## src/rtl/chacha_pkg.sv

```systemverilog
// Shared ChaCha20 keystream types: 32-bit words, 16-word blocks, block geometry.
package chacha_pkg;

    localparam int unsigned WORD_W      = 32;
    localparam int unsigned BLOCK_WORDS = 16;
    localparam int unsigned BLOCK_BYTES = 64;
    localparam int unsigned BLOCK_BITS  = BLOCK_BYTES * 8;
    localparam int unsigned CTR_W       = 32;

    typedef logic [WORD_W-1:0] word_t;
    // Word 0 occupies bits [31:0], so the flattened block is already in keystream byte order.
    typedef word_t [BLOCK_WORDS-1:0] block_t;

endpackage

```

## src/rtl/chacha_keystream_gen_if.sv

```systemverilog
// Keystream valid/ready beat interface between the generator and the XOR/Poly1305 datapath.
interface chacha_keystream_gen_if #(
    parameter int unsigned OUT_WIDTH = 32
);
    logic [OUT_WIDTH-1:0]   ks_data;
    logic [OUT_WIDTH/8-1:0] ks_keep;
    logic                   ks_valid;
    logic                   ks_ready;
    logic                   ks_last;

    modport master (
        output ks_data,
        output ks_keep,
        output ks_valid,
        output ks_last,
        input  ks_ready
    );

    modport slave (
        input  ks_data,
        input  ks_keep,
        input  ks_valid,
        input  ks_last,
        output ks_ready
    );
endinterface

```

## src/rtl/chacha_keystream_gen_ks_block_buffer.sv

```systemverilog
// Ring of NUM_BUFS 512-bit keystream blocks with occupancy tracking and beat-select mux.
module ks_block_buffer
    import chacha_pkg::*;
#(
    parameter int unsigned OUT_WIDTH = 32,
    parameter int unsigned NUM_BUFS  = 2,
    parameter int unsigned BEAT_W    = $clog2(BLOCK_BITS / OUT_WIDTH)
) (
    input  logic                 clk,
    input  logic                 rst,
    input  logic                 wr_en,
    input  block_t               wr_block,
    input  logic                 rd_free,
    input  logic [BEAT_W-1:0]    beat_idx,
    output logic                 full,
    output logic                 valid,
    output logic [OUT_WIDTH-1:0] beat_data
);

    localparam int unsigned PTR_W = (NUM_BUFS > 1) ? $clog2(NUM_BUFS) : 1;
    localparam int unsigned OCC_W = $clog2(NUM_BUFS + 1);
    localparam int unsigned IDX_W = $clog2(BLOCK_BITS);
    localparam int unsigned SEL_SHIFT = $clog2(OUT_WIDTH);

    block_t                 mem [NUM_BUFS];
    logic [PTR_W-1:0]       wr_ptr;
    logic [PTR_W-1:0]       rd_ptr;
    logic [OCC_W-1:0]       occ;
    logic [OCC_W-1:0]       occ_next;
    logic [BLOCK_BITS-1:0]  cur;
    logic [IDX_W-1:0]       sel_base;

    // Simultaneous fill and free leave occupancy unchanged.
    always_comb begin
        occ_next = occ;
        case ({wr_en, rd_free})
            2'b10:   occ_next = occ + OCC_W'(1);
            2'b01:   occ_next = occ - OCC_W'(1);
            default: occ_next = occ;
        endcase
        full = (occ == OCC_W'(NUM_BUFS));
    end

    always_comb begin
        cur       = mem[rd_ptr];
        sel_base  = IDX_W'(beat_idx) << SEL_SHIFT;
        beat_data = cur[sel_base +: OUT_WIDTH];
    end

    always_ff @(posedge clk) begin
        if (rst) begin
            wr_ptr <= '0;
            rd_ptr <= '0;
            occ    <= '0;
            valid  <= 1'b0;
        end else begin
            occ   <= occ_next;
            valid <= (occ_next != '0);
            if (wr_en) begin
                wr_ptr <= (wr_ptr == PTR_W'(NUM_BUFS - 1)) ? '0 : wr_ptr + PTR_W'(1);
            end
            if (rd_free) begin
                rd_ptr <= (rd_ptr == PTR_W'(NUM_BUFS - 1)) ? '0 : rd_ptr + PTR_W'(1);
            end
        end
    end

    // Block storage is pure datapath; readers only look at it while valid is set.
    always_ff @(posedge clk) begin
        if (wr_en) begin
            mem[wr_ptr] <= wr_block;
        end
    end

endmodule

```

## src/rtl/chacha_keystream_gen.sv

```systemverilog
// Requests ChaCha20 blocks with an incrementing counter and streams them as keystream beats.
module chacha_keystream_gen
    import chacha_pkg::*;
#(
    parameter int unsigned OUT_WIDTH = 32,
    parameter int unsigned NUM_BUFS  = 2,
    parameter int unsigned LEN_W     = 16
) (
    input  logic             clk,
    input  logic             rst,
    input  logic             start,
    input  logic [CTR_W-1:0] init_counter,
    input  logic [LEN_W-1:0] num_bytes,
    output logic             busy,
    output logic             done,
    output logic             err,
    output logic             bf_start,
    output logic [CTR_W-1:0] bf_counter,
    input  logic             bf_done,
    input  block_t           bf_block,
    chacha_keystream_gen_if.master ks
);

    localparam int unsigned BYTES     = OUT_WIDTH / 8;
    localparam int unsigned BEATS     = BLOCK_BYTES / BYTES;
    localparam int unsigned BEAT_W    = $clog2(BEATS);
    localparam int unsigned BLK_W     = LEN_W - 5;
    localparam int unsigned BLK_SHIFT = $clog2(BLOCK_BYTES);

    typedef enum logic [1:0] {
        S_IDLE,
        S_ISSUE,
        S_WAIT,
        S_FIN
    } state_t;

    state_t               state;
    logic [CTR_W-1:0]     counter;
    logic [BLK_W-1:0]     blocks_left;
    logic [LEN_W-1:0]     bytes_left;
    logic [BEAT_W-1:0]    beat_idx;

    logic                 buf_full;
    logic                 buf_valid;
    logic [OUT_WIDTH-1:0] beat_data;
    logic                 buf_wr;
    logic                 buf_free;
    logic                 fire;
    logic                 last_beat;
    logic [BYTES-1:0]     keep_mask;
    logic [BLK_W-1:0]     blocks_needed;
    logic [CTR_W:0]       end_counter;

    always_comb begin
        blocks_needed = BLK_W'(({1'b0, num_bytes} + (LEN_W + 1)'(BLOCK_BYTES - 1)) >> BLK_SHIFT);
        end_counter   = {1'b0, init_counter} + (CTR_W + 1)'(blocks_needed) - (CTR_W + 1)'(1);
        last_beat     = (bytes_left <= LEN_W'(BYTES));
        keep_mask     = ~({BYTES{1'b1}} << bytes_left);
        fire          = buf_valid && ks.ks_ready;
        // The last beat frees its buffer early, discarding the unused tail of a partial block.
        buf_free      = fire && (last_beat || (beat_idx == BEAT_W'(BEATS - 1)));
        buf_wr        = (state == S_WAIT) && bf_done;
    end

    ks_block_buffer #(
        .OUT_WIDTH (OUT_WIDTH),
        .NUM_BUFS  (NUM_BUFS),
        .BEAT_W    (BEAT_W)
    ) u_buf (
        .clk       (clk),
        .rst       (rst),
        .wr_en     (buf_wr),
        .wr_block  (bf_block),
        .rd_free   (buf_free),
        .beat_idx  (beat_idx),
        .full      (buf_full),
        .valid     (buf_valid),
        .beat_data (beat_data)
    );

    // Beat fields are decoded from registered buffer state only, so they hold while stalled.
    assign ks.ks_valid = buf_valid;
    assign ks.ks_data  = buf_valid ? beat_data : '0;
    assign ks.ks_last  = buf_valid && last_beat;
    assign ks.ks_keep  = buf_valid ? (last_beat ? keep_mask : '1) : '0;

    always_ff @(posedge clk) begin
        if (rst) begin
            state       <= S_IDLE;
            busy        <= 1'b0;
            done        <= 1'b0;
            err         <= 1'b0;
            bf_start    <= 1'b0;
            bf_counter  <= '0;
            counter     <= '0;
            blocks_left <= '0;
            bytes_left  <= '0;
            beat_idx    <= '0;
        end else begin
            done     <= 1'b0;
            err      <= 1'b0;
            bf_start <= 1'b0;

            if (fire) begin
                beat_idx   <= buf_free ? '0 : beat_idx + BEAT_W'(1);
                bytes_left <= last_beat ? '0 : bytes_left - LEN_W'(BYTES);
            end

            case (state)
                S_IDLE: begin
                    if (start) begin
                        if (num_bytes == '0) begin
                            done <= 1'b1;
                        end else if (end_counter[CTR_W]) begin
                            err <= 1'b1;
                        end else begin
                            busy        <= 1'b1;
                            state       <= S_ISSUE;
                            counter     <= init_counter;
                            blocks_left <= blocks_needed;
                            bytes_left  <= num_bytes;
                        end
                    end
                end
                S_ISSUE: begin
                    if (blocks_left == '0) begin
                        state <= S_FIN;
                    end else if (!buf_full || buf_free) begin
                        bf_start   <= 1'b1;
                        bf_counter <= counter;
                        state      <= S_WAIT;
                    end
                end
                S_WAIT: begin
                    if (bf_done) begin
                        counter     <= counter + CTR_W'(1);
                        blocks_left <= blocks_left - BLK_W'(1);
                        state       <= S_ISSUE;
                    end
                end
                S_FIN: begin
                    state <= S_FIN;
                end
                default: begin
                    state <= S_IDLE;
                end
            endcase

            // A short final block can drain before the request side reaches FIN.
            if (fire && last_beat) begin
                done  <= 1'b1;
                busy  <= 1'b0;
                state <= S_IDLE;
            end
        end
    end

endmodule
```

## src/flat_wrapper.sv

```systemverilog
// flat-port wrapper written by rule: the top's interface ports become plain ports
module chacha_keystream_gen_flat import chacha_pkg::*;
#(
    parameter int unsigned OUT_WIDTH = 32,
    parameter int unsigned NUM_BUFS  = 2,
    parameter int unsigned LEN_W     = 16
)
  (clk, rst, start, init_counter, num_bytes, busy, done, err, bf_start, bf_counter, bf_done, bf_block, ks_ks_data, ks_ks_keep, ks_ks_valid, ks_ks_last, ks_ks_ready);
  chacha_keystream_gen_if #(.OUT_WIDTH(OUT_WIDTH)) ks_i ();
  input  logic clk;
  input  logic rst;
  input  logic start;
  input  logic [CTR_W-1:0] init_counter;
  input  logic [LEN_W-1:0] num_bytes;
  output logic busy;
  output logic done;
  output logic err;
  output logic bf_start;
  output logic [CTR_W-1:0] bf_counter;
  input  logic bf_done;
  input  block_t bf_block;
  output wire logic [$bits(ks_i.ks_data)-1:0] ks_ks_data;
  output wire logic [$bits(ks_i.ks_keep)-1:0] ks_ks_keep;
  output wire logic [$bits(ks_i.ks_valid)-1:0] ks_ks_valid;
  output wire logic [$bits(ks_i.ks_last)-1:0] ks_ks_last;
  input wire logic [$bits(ks_i.ks_ready)-1:0] ks_ks_ready;
  assign ks_ks_data = ks_i.ks_data;
  assign ks_ks_keep = ks_i.ks_keep;
  assign ks_ks_valid = ks_i.ks_valid;
  assign ks_ks_last = ks_i.ks_last;
  assign ks_i.ks_ready = ks_ks_ready;
  chacha_keystream_gen #(.OUT_WIDTH(OUT_WIDTH), .NUM_BUFS(NUM_BUFS), .LEN_W(LEN_W)) u_core (.clk(clk), .rst(rst), .start(start), .init_counter(init_counter), .num_bytes(num_bytes), .busy(busy), .done(done), .err(err), .bf_start(bf_start), .bf_counter(bf_counter), .bf_done(bf_done), .bf_block(bf_block), .ks(ks_i));
endmodule
```

## config.mk

```make
export PLATFORM = sky130hd
export DESIGN_NAME = chacha_keystream_gen_flat
export DESIGN_NICKNAME = d
export VERILOG_FILES = /design/src/rtl/chacha_pkg.sv /design/src/rtl/chacha_keystream_gen_if.sv /design/src/rtl/chacha_keystream_gen_ks_block_buffer.sv /design/src/rtl/chacha_keystream_gen.sv /design/src/flat_wrapper.sv
export SDC_FILE = /design/constraint.sdc
export NUM_CORES = 1
export LEC_CHECK = 0
export BUFFER_PORTS_ARGS = -buffer_cell sky130_fd_sc_hd__buf_2
export CAP_MARGIN = 10
export CELL_PAD_IN_SITES_DETAIL_PLACEMENT = 1
export CELL_PAD_IN_SITES_GLOBAL_PLACEMENT = 1
export CORE_UTILIZATION = 52
export CTS_CLUSTER_DIAMETER = 80
export DETAILED_ROUTE_END_ITERATION = 16
export PLACE_DENSITY_LB_ADDON = 0.1
export SYNTH_ARGS = -nofsm -noshare
export SYNTH_HDL_FRONTEND = slang
export SYNTH_HIERARCHICAL = 1
export SYNTH_SLANG_ARGS = --single-unit
```

## constraint.sdc

```tcl
create_clock -name clk -period 57.5 [get_ports clk]
set_input_delay 17.25 -clock clk [delete_from_list [all_inputs] [get_ports clk]]
set_output_delay 17.25 -clock clk [all_outputs]
set_load 0.05 [all_outputs]
```

==> flow_summary.ini, run 1 <==
[layout]
layoutNonFillerInstCount = 5032
design.final.nets = 4323
final_core_util_pct = 61.6
drive_gt1_share_pct = 22.6
layout.cell_area.non_filler_um2 = 54500
area.growth.synth_to_final_pct = 17.4

[floorplanning]
die_area_um2 = 90500
dieWidth_um = 301
coreArea_um2 = 88400
floorplan.die.height_um = 301
floorplan.initialDensity_pct = 52.5
rows = 109
io_pins = 639

[worst_setup_path]
worst_case_reg_to_reg_path_depth = 8
crit_path_frequent_cell = buf_12
crit_path_end_kind = output port
worst_setup_path_start_kind = flip-flop
r2r-end = u_core/u_buf/mem[1][101]
timing.critical_path.slowest_stage_cell = buf_4
cp_data_arrival_time_ps = 5590
timing.reg2reg.setup_slack_ps = 52880
critPathRequiredTime_ps = 40250
worstPathMaxFanout = 128
critPathTopFamily = buffers and inverters
cpPeakStageDelay_ps = 930
criticalPathCategory = reg -> out
path_cells = buf_12 > buf_12 > buf_4 > mux2i_1 > a22o_1 > nor3_1 > a31oi_1 > nand3_1 > and2_1 > buf_2
cp_num_buf_inv = 4
r2r-start = u_core/state[1]

[min_path]
timing.hold.worst_path_depth = 2
hold_path_startpoint = u_core/blocks_left[7]
hp-class = reg -> reg
hold_path_end = u_core/blocks_left[7]

[clock_tree]
cts-htree-levels = 3
library_cell_used_as_clock_root_buffer = clkbuf_16
cts_resized = 0
cts.reportedPaths.clkPinSlew_ps = 60
post_cts_buffers = 0
tritoncts_clock_tree = done
cts_sinks = 1131
cts_made_buffers = 116
cts_max_path_buffers = 3
worstSkewPairLatency_ps = 710
cts_hold_buffers = 0

[logic_synthesis]
ys_dominant_reg_cell = edfxtp_1
synth_nets = 3696
async_flop_share_pct = 0
ys_seq_elements = 1131
ys_warn_count = 6
syn-instance-count = 3085
ys_types = 57
avgSynthCellArea_um2 = 15.0
syn_area_um2 = 46400
synth.yosys.seq_area_share_pct = 70.9
number_of_flops_mapped_to_enable_cells_by_yosys = 1024

[route]
detail_route.first_pass.iterations = 5
initial_drt_markers = 2254
vias_per_cell = 5.91
drt.antenna.violating_nets = 0
wl_per_cell_um = 28.5
vias_after_detailed_routing = 29700
drc = 0
postRouteWirelength_um = 143000

[sta]
slew_viol_final = 0
worst_slew_pin_slew_ps = 1350
fin_skew_ps = 23.0
grt_setup_unrepaired = no
layout_worst_path_cycle_share_pct = 39.7
final_critical_path_setup_slack_ps = 34660
setup_viol_count_final = 0
timing_hold_violations_final = 0
final.min_clock_period_ps = 22840
max_slew_margin_pct = 10.2
fmaxAchievable_mhz = 43.8
tns_ps = 0
holdWs_ps = 480

[pwr]
total_power_mw = 1.86
power_leakage_nw = 18.5
power_per_cell_area_nw_per_um2 = 34.2
irDropWorstVdd_uv = 28.5

[placement]
placement.io_buffers = 638
gp_congestion = 0.895
placedInstanceArea_um2 = 50600
place.detailed.instances = 4759
place.detailed.hpwl_um = 95900
worst_setup_timing_slack_at_the_placement_stage_ps = 35450

[grt]
grt_pass1_vias = 31400
gr-total-overflow = 0
grt.total_usage_pct = 30.9
grt_pass1_wl_um = 203000
number_of_antenna_violations_at_the_first_check_in_global_routing = 107
grt_start_max_net_pins = 192

[flow_run]
max-cap-violations = 0

[outcome]
run_status = complete, no violations
[worst min-delay path, cell delays in order (launching register included)]
cell and delay, ps:
dfxtp_1 310, o21ai_0 70, a21oi_1 60
[registers in the layout (all words and copies together), names as in the netlist, named ones only]
signal               flops
u_core/beat_idx          4
u_core/bf_counter       32
u_core/bf_start          1
u_core/blocks_left      11
u_core/busy              1
u_core/bytes_left       16
u_core/counter          32
u_core/done              1
u_core/err               1
u_core/state             2
u_core/u_buf/mem      1024
u_core/u_buf/occ         2
u_core/u_buf/rd_ptr      1
u_core/u_buf/valid       1
u_core/u_buf/wr_ptr      1
[cell families after synthesis]
group,after synthesis,share of synthesized area [%]
muxes,547,11.8
buffers and inverters,242,2.61
AOI/OAI and AO/OA,474,6.61
adders and majority gates,46,1.24
DFF,1131,70.9
and+or+nand+nor,610,6.21
xor gates and xnor gates,35,0.660
[cell type report]
type | count | area [um2]
fill | 8384 | 33900
sequential | 1131 | 32900
multi-input combinational | 1712 | 12400
timing repair buffer | 682 | 3590
clock buffer | 148 | 3100
tap | 1165 | 1460
clock inverter | 65 | 682
inverter | 69 | 259
antenna | 60 | 150
[how the worst max path moves through the flow]
stage / startpoint / end / slack, ps / depth (start not counted)
2_1_floorplan: bf_done / u_core/u_buf/mem[0][0] / 17360 / 3
3_3_place_gp: u_core/beat_idx[0] / ks_ks_data[21] / 35570 / 10
3_5_place_dp: u_core/beat_idx[0] / ks_ks_data[9] / 35450 / 10
4_1_cts: u_core/beat_idx[0] / ks_ks_data[9] / 34640 / 10
5_1_grt: u_core/beat_idx[0] / ks_ks_data[21] / 34380 / 10
6_report: u_core/beat_idx[0] / ks_ks_data[9] / 34660 / 10
[cells in the final DEF, fill, tap and decap left out, types with 14 or more instances in the layout]
| master | synthesis | routed |
|---|---|---|
| xnor2_1 | 21 | 21 |
| diode_2 | 0 | 60 |
| a31oi_1 | 41 | 41 |
| nand3_1 | 120 | 120 |
| mux2i_1 | 546 | 546 |
| nor3_1 | 63 | 63 |
| o21ai_0 | 68 | 68 |
| ha_1 | 46 | 46 |
| xor2_1 | 14 | 14 |
| clkbuf_1 | 80 | 27 |
| clkinv_2 | 0 | 14 |
| edfxtp_1 | 1024 | 1024 |
| bufinv_16 | 0 | 14 |
| clkinv_1 | 1 | 31 |
| dfxtp_1 | 107 | 105 |
| buf_4 | 32 | 39 |
| buf_2 | 34 | 638 |
| clkbuf_16 | 0 | 118 |
| and2_1 | 43 | 41 |
| a22o_1 | 64 | 64 |
| a22oi_1 | 97 | 97 |
| nand2_1 | 194 | 193 |
| inv_1 | 68 | 68 |
| a21oi_1 | 155 | 155 |
| nor2_1 | 111 | 109 |
[layer usage]
layer	track usage [%]	share of wire, %	vias up
met5	0	0.32	-
met4	13.1	3.9	72
met3	8.41	7.5	330
met2	51.5	50	1038
met1	37.8	38	15100
li1	-	-	13200
[Yosys cell counts, drive strengths merged, types with 10 or more instances]
library cell,n,area [um2]
o21ai,69,349
and2,43,269
nand4,11,68.8
ha,46,576
a22oi,97,728
nor2,111,417
buf,91,639
xnor2,21,184
a31oi,41,257
mux2i,546,5470
inv,68,255
clkbuf,82,315
a22o,64,561
edfxtp,1024,30700
xor2,14,123
nand4b,10,87.6
nand2,194,728
dfxtp,107,2140
nand3,120,601
nor3,64,332
a21oi,156,792
[report_power, final]
part | internal, mW | leakage [nW] | switching [mW]
clock network | 0.441 | 1.84 | 0.317
registers | 0.925 | 10.1 | 0.0145
logic | 0.0603 | 6.60 | 0.106
Power figures use the tool's default switching activity.
==> inputs of run 2 (changes only) <==
--- a/config.mk
+++ b/config.mk
@@ -9,7 +9,7 @@
 export CAP_MARGIN = 10
 export CELL_PAD_IN_SITES_DETAIL_PLACEMENT = 1
 export CELL_PAD_IN_SITES_GLOBAL_PLACEMENT = 1
-export CORE_UTILIZATION = 52
+export CORE_UTILIZATION = 48
 export CTS_CLUSTER_DIAMETER = 80
 export DETAILED_ROUTE_END_ITERATION = 16
 export PLACE_DENSITY_LB_ADDON = 0.1
==> constraint.sdc (replaced) <==
create_clock -name clk -period 23.6 [get_ports clk]
set_input_delay 7.08 -clock clk [delete_from_list [all_inputs] [get_ports clk]]
set_output_delay 7.08 -clock clk [all_outputs]
set_load 0.05 [all_outputs]
==> flow_summary.ini, run 2 (synthesis results as in run 1) <==
[placement]
placedInstanceArea_um2 = 50600
placement.io_buffers = 638
gp_congestion = 0.871
worst_setup_timing_slack_at_the_placement_stage_ps = 11910
place.detailed.hpwl_um = 96400
place.detailed.instances = 4855

[layout]
drive_gt1_share_pct = 22.8
num-fill-cells = 9315
layout.cell_area.non_filler_um2 = 54500
max_flop_register = u_core/u_buf/mem
design.final.nets = 4321
area.growth.synth_to_final_pct = 17.4
mostFrequentLayoutCells = 1,024 x edfxtp_1, 638 x buf_2, 546 x mux2i_1
largest_register_ff_count = 1024
layout_commonest_cell = edfxtp_1
layoutNonFillerInstCount = 5121
final_core_util_pct = 57.1
biggestRegsByFlops = u_core/u_buf/mem x1024, u_core/bf_counter x32, u_core/counter x32

[worst_setup_path]
timing.critical_path.slowest_stage_cell = buf_4
worstPathMaxFanout = 130
r2r-start = u_core/state[1]
path_cells = buf_4 > buf_12 > buf_12 > mux2i_1 > a22oi_1 > nand3_1 > nand3_1 > and2_1 > buf_2
r2r-end = u_core/u_buf/mem[0][205]
worst_case_reg_to_reg_path_depth = 9
timing.reg2reg.setup_slack_ps = 17960
cp_num_buf_inv = 4
cpPeakStageDelay_ps = 760
cp_data_arrival_time_ps = 5350
critPathRequiredTime_ps = 16520
criticalPathCategory = reg -> out
critPathTopFamily = buffers and inverters
worst_setup_path_start_kind = flip-flop
crit_path_end_kind = output port

[pwr]
seqPwrFrac_pct = 50.8
power_leakage_nw = 18.5
sw_frac_of_total_pct = 23.9
p_int_mw = 3.42
clock_power_share_pct = 40.1
irDropWorstVdd_uv = 84.2
total_power_mw = 4.50
power_per_cell_area_nw_per_um2 = 82.5
combPwrFrac_pct = 9.0
netSwitchingPower_mw = 1.07

[outcome]
run_status = complete, no violations

[route]
detail_route.wirelength.met1_um = 55100
vias_after_detailed_routing = 29600
detail_route.first_pass.iterations = 5
highest_layer = met5
met3WireLength_um = 9880
drt.antenna.violating_nets = 0
drc = 0
vias_per_cell = 5.77
wl_per_cell_um = 27.8
initial_drt_markers = 2198
met2_layer_wire_length_in_the_routed_design_um = 71900
postRouteWirelength_um = 142000

[sta]
max_slew_margin_pct = 16.4
worst_slew_pin_slew_ps = 1250
final.min_clock_period_ps = 12430
grt_setup_unrepaired = no
timing_hold_violations_final = 0
setup_viol_count_final = 0
holdWs_ps = 487
fin_skew_ps = 26.1
tns_ps = 0
slew_viol_final = 0
fmaxAchievable_mhz = 80.4
final_critical_path_setup_slack_ps = 11170
layout_worst_path_cycle_share_pct = 52.7

[floorplanning]
floorplan.initialDensity_pct = 48.6
floorplan.die.height_um = 313
rows = 113
dieWidth_um = 313
die_area_um2 = 97900
io_pins = 639
coreArea_um2 = 95400

[grt]
grt.total_usage_pct = 28.4
grt_pass1_vias = 31400
grt_start_max_net_pins = 183
gr-total-overflow = 0
number_of_antenna_violations_at_the_first_check_in_global_routing = 122
grt_pass1_wl_um = 204000

[min_path]
hold_path_startpoint = u_core/blocks_left[4]
hp-class = reg -> reg
timing.hold.worst_path_depth = 2
hold_path_end = u_core/blocks_left[4]

[clock_tree]
cts_made_buffers = 117
cts.reportedPaths.clkPinSlew_ps = 60
cts-htree-levels = 3
cts_hold_buffers = 0
tritoncts_clock_tree = done
cts_sinks = 1131
library_cell_used_as_clock_root_buffer = clkbuf_16
cts_resized = 0
cts_max_path_buffers = 3
post_cts_buffers = 0
worstSkewPairLatency_ps = 720

[flow_run]
max-cap-violations = 0
==> run 2: cell count changes in the layout (fill, tap and decap cells not counted), sizes merged <==
cell,delta
clkinv,+13
bufinv,-4
clkinvlp,+4
clkbuf,-8
diode,-12
buf,-3
inv,-1
==> run 2: worst max path at each step <==
stage | to | from | depth (start not counted) | slack (ps)
2_1_floorplan | u_core/u_buf/mem[0][0] | bf_done | 3 | 2410
3_3_place_gp | ks_ks_data[6] | u_core/beat_idx[0] | 9 | 12030
3_5_place_dp | ks_ks_data[6] | u_core/beat_idx[0] | 9 | 11910
4_1_cts | ks_ks_data[6] | u_core/beat_idx[0] | 9 | 11120
5_1_grt | ks_ks_data[6] | u_core/beat_idx[0] | 9 | 10890
6_report | ks_ks_data[6] | u_core/beat_idx[0] | 9 | 11170
==> run 2: cell type report <==
type	instances	area [um2]	area share [%]
multi-input combinational	1712	12400	22.7
sequential	1131	32900	60.4
clock inverter	77	692	1.27
clock buffer	140	3040	5.57
tap	1265	1580	2.90
antenna	48	120	0.220
inverter	69	259	0.475
timing repair buffer	679	3560	6.54
==> run 2: power groups by stage <==
| stage | logic (mW) | clock network [mW] | registers (mW) |
|---|---|---|---|
| floorplan | 0.246 | 0 | 2.35 |
| global placement | 0.383 | 0 | 2.32 |
| detailed placement | 0.400 | 0 | 2.33 |
| CTS | 0.403 | 1.84 | 2.29 |
| global route | 0.436 | 1.90 | 2.29 |
| finish | 0.405 | 1.81 | 2.29 |
==> run 2: layer usage <==
layer / vias up / track usage, %
li1: 13200 / -
met1: 15000 / 34.7
met2: 988 / 48.5
met3: 334 / 7.02
met4: 88 / 11.0
met5: - / 0
==> run 2: tightest hold or removal path, stage by stage, from the launching register on <==
cell and delay, ps:
dfxtp_1 310, o21ai_0 70, a21oi_1 60
==> inputs of run 3 (changes only) <==
==> constraint.sdc (replaced) <==
create_clock -name clk -period 12.7 [get_ports clk]
set_input_delay 3.81 -clock clk [delete_from_list [all_inputs] [get_ports clk]]
set_output_delay 3.81 -clock clk [all_outputs]
set_load 0.05 [all_outputs]
==> flow_summary.ini, run 3 (synthesis results as in run 1) <==
[outcome]
run_status = complete, no violations

[layout]
sequential_cell_area_um2 = 32900
mostFrequentLayoutCells = 1,024 x edfxtp_1, 638 x buf_2, 546 x mux2i_1
num-fill-cells = 9290
final_core_util_pct = 57.2
drive_gt1_share_pct = 22.7
largest_register_ff_count = 1024
area_occupied_by_multi_input_gates_um2 = 12400
layout_commonest_cell = edfxtp_1
biggestRegsByFlops = u_core/u_buf/mem x1024, u_core/bf_counter x32, u_core/counter x32
area.growth.synth_to_final_pct = 17.6
max_flop_register = u_core/u_buf/mem
design.final.nets = 4321

[floorplanning]
die_area_um2 = 97900
floorplan.die.height_um = 313
coreArea_um2 = 95400
dieWidth_um = 313
floorplan.initialDensity_pct = 48.6
rows = 113
io_pins = 639

[sta]
final.min_clock_period_ps = 8580
setup_viol_count_final = 0
fmaxAchievable_mhz = 117
slew_viol_final = 0
worst_slew_pin_slew_ps = 1290
final_critical_path_setup_slack_ps = 4120
layout_worst_path_cycle_share_pct = 67.6
tns_ps = 0
max_slew_margin_pct = 13.4
timing_hold_violations_final = 0
fin_skew_ps = 22.6
grt_setup_unrepaired = no

[worst_setup_path]
crit_path_frequent_cell = nand3_1
worstPathMaxFanout = 123
timing.critical_path.slowest_stage_cell = buf_4
worst_setup_path_start_kind = flip-flop
cp_data_arrival_time_ps = 4770
crit_path_end_kind = output port
critPathTopFamily = buffers and inverters
path_cells = buf_12 > buf_4 > mux2i_1 > a22oi_1 > nand3_1 > nand3_1 > and2_1 > buf_2
cp_num_buf_inv = 3
critPathRequiredTime_ps = 8890
criticalPathCategory = reg -> out
cpPeakStageDelay_ps = 960

[clock_tree]
tritoncts_clock_tree = done
cts_made_buffers = 116
cts.reportedPaths.clkPinSlew_ps = 60
cts_max_path_buffers = 3
worstSkewPairLatency_ps = 710
library_cell_used_as_clock_root_buffer = clkbuf_16
post_cts_buffers = 0
cts_resized = 0
cts-htree-levels = 3
cts_sinks = 1131
cts_hold_buffers = 0

[placement]
placement.io_buffers = 638
worst_setup_timing_slack_at_the_placement_stage_ps = 4240
place.detailed.hpwl_um = 95300
gp_congestion = 0.877

[grt]
grt.total_usage_pct = 28.0
grt_pass1_vias = 31200
gr-total-overflow = 0
grt_start_max_net_pins = 153
number_of_antenna_violations_at_the_first_check_in_global_routing = 134
grt_pass1_wl_um = 201000

[flow_run]
max-cap-violations = 0

[route]
wl_per_cell_um = 27.4
detail_route.first_pass.iterations = 5
initial_drt_markers = 2228
vias_per_cell = 5.75
vias_after_detailed_routing = 29500
drc = 0
postRouteWirelength_um = 141000
drt.antenna.violating_nets = 0

[pwr]
power_leakage_nw = 18.5
total_power_mw = 8.38
power_per_cell_area_nw_per_um2 = 154
irDropWorstVdd_uv = 129

[min_path]
hp-class = reg -> reg
[run 3: cell count changes in the layout (fill, tap and decap cells not counted), moves of 3 or more]
cell        previous run  this run
clkinv_1              27        23
clkinvlp_4             3         6
diode_2               48        62
clkbuf_1              22        31
clkinv_2              27        21
[run 3: through the flow]
step	hold slack, ps	cell area [um2]	instances
2_1_floorplan	445	46400	3085
3_3_place_gp	452	50700	4857
3_5_place_dp	476	50700	4857
4_1_cts	489	54400	5074
5_1_grt	501	54500	5119
6_report	486	54600	5136
[run 3: routing by layer]
metal / global-route usage [%] / up-vias / part of all wire [%]
met3: 8.26 / 360 / 7.2
met4: 12.4 / 92 / 4.1
li1: - / 13200 / -
met5: 0 / - / 0.40
met2: 47.2 / 947 / 50
met1: 33.2 / 14900 / 38
[run 3: worst paths after layout]
| kind | startpoint | to | slack (ps) | cells past startpoint |
|---|---|---|---|---|
| worst min register to register | u_core/blocks_left[7] | u_core/blocks_left[7] | 490 | 2 |
| worst max register to register | u_core/state[1] | u_core/u_buf/mem[1][44] | 7540 | 7 |
| worst max-delay path | u_core/beat_idx[0] | ks_ks_data[12] | 4120 | 8 |
| worst min-delay path | u_core/blocks_left[7] | u_core/blocks_left[7] | 490 | 2 |
[run 3: worst reg2reg max path: stages (launching register included)]
cell      delay, ps
dfxtp_1         310
buf_4           280
clkinv_1        800
nor2_2          320
and2_1          280
and2_4          810
buf_4          1000
buf_4           920
[run 3: where the power goes]
group          leakage, nW  internal (mW)  switching, mW
combinational         6.59          0.272          0.474
sequential            10.1           4.19         0.0651
clock                 1.82           1.95           1.43
total                 18.5           6.40           1.97
[run 3: final cells by class]
type | instances | share of cell area (%)
diodes | 62 | 0.284
clock buffers | 152 | 5.71
clock inverters | 65 | 1.15
inverters | 69 | 0.475
multi-input cells | 1712 | 22.6
flip-flops and latches | 1131 | 60.3
well taps | 1265 | 2.90
repair buffers | 680 | 6.54
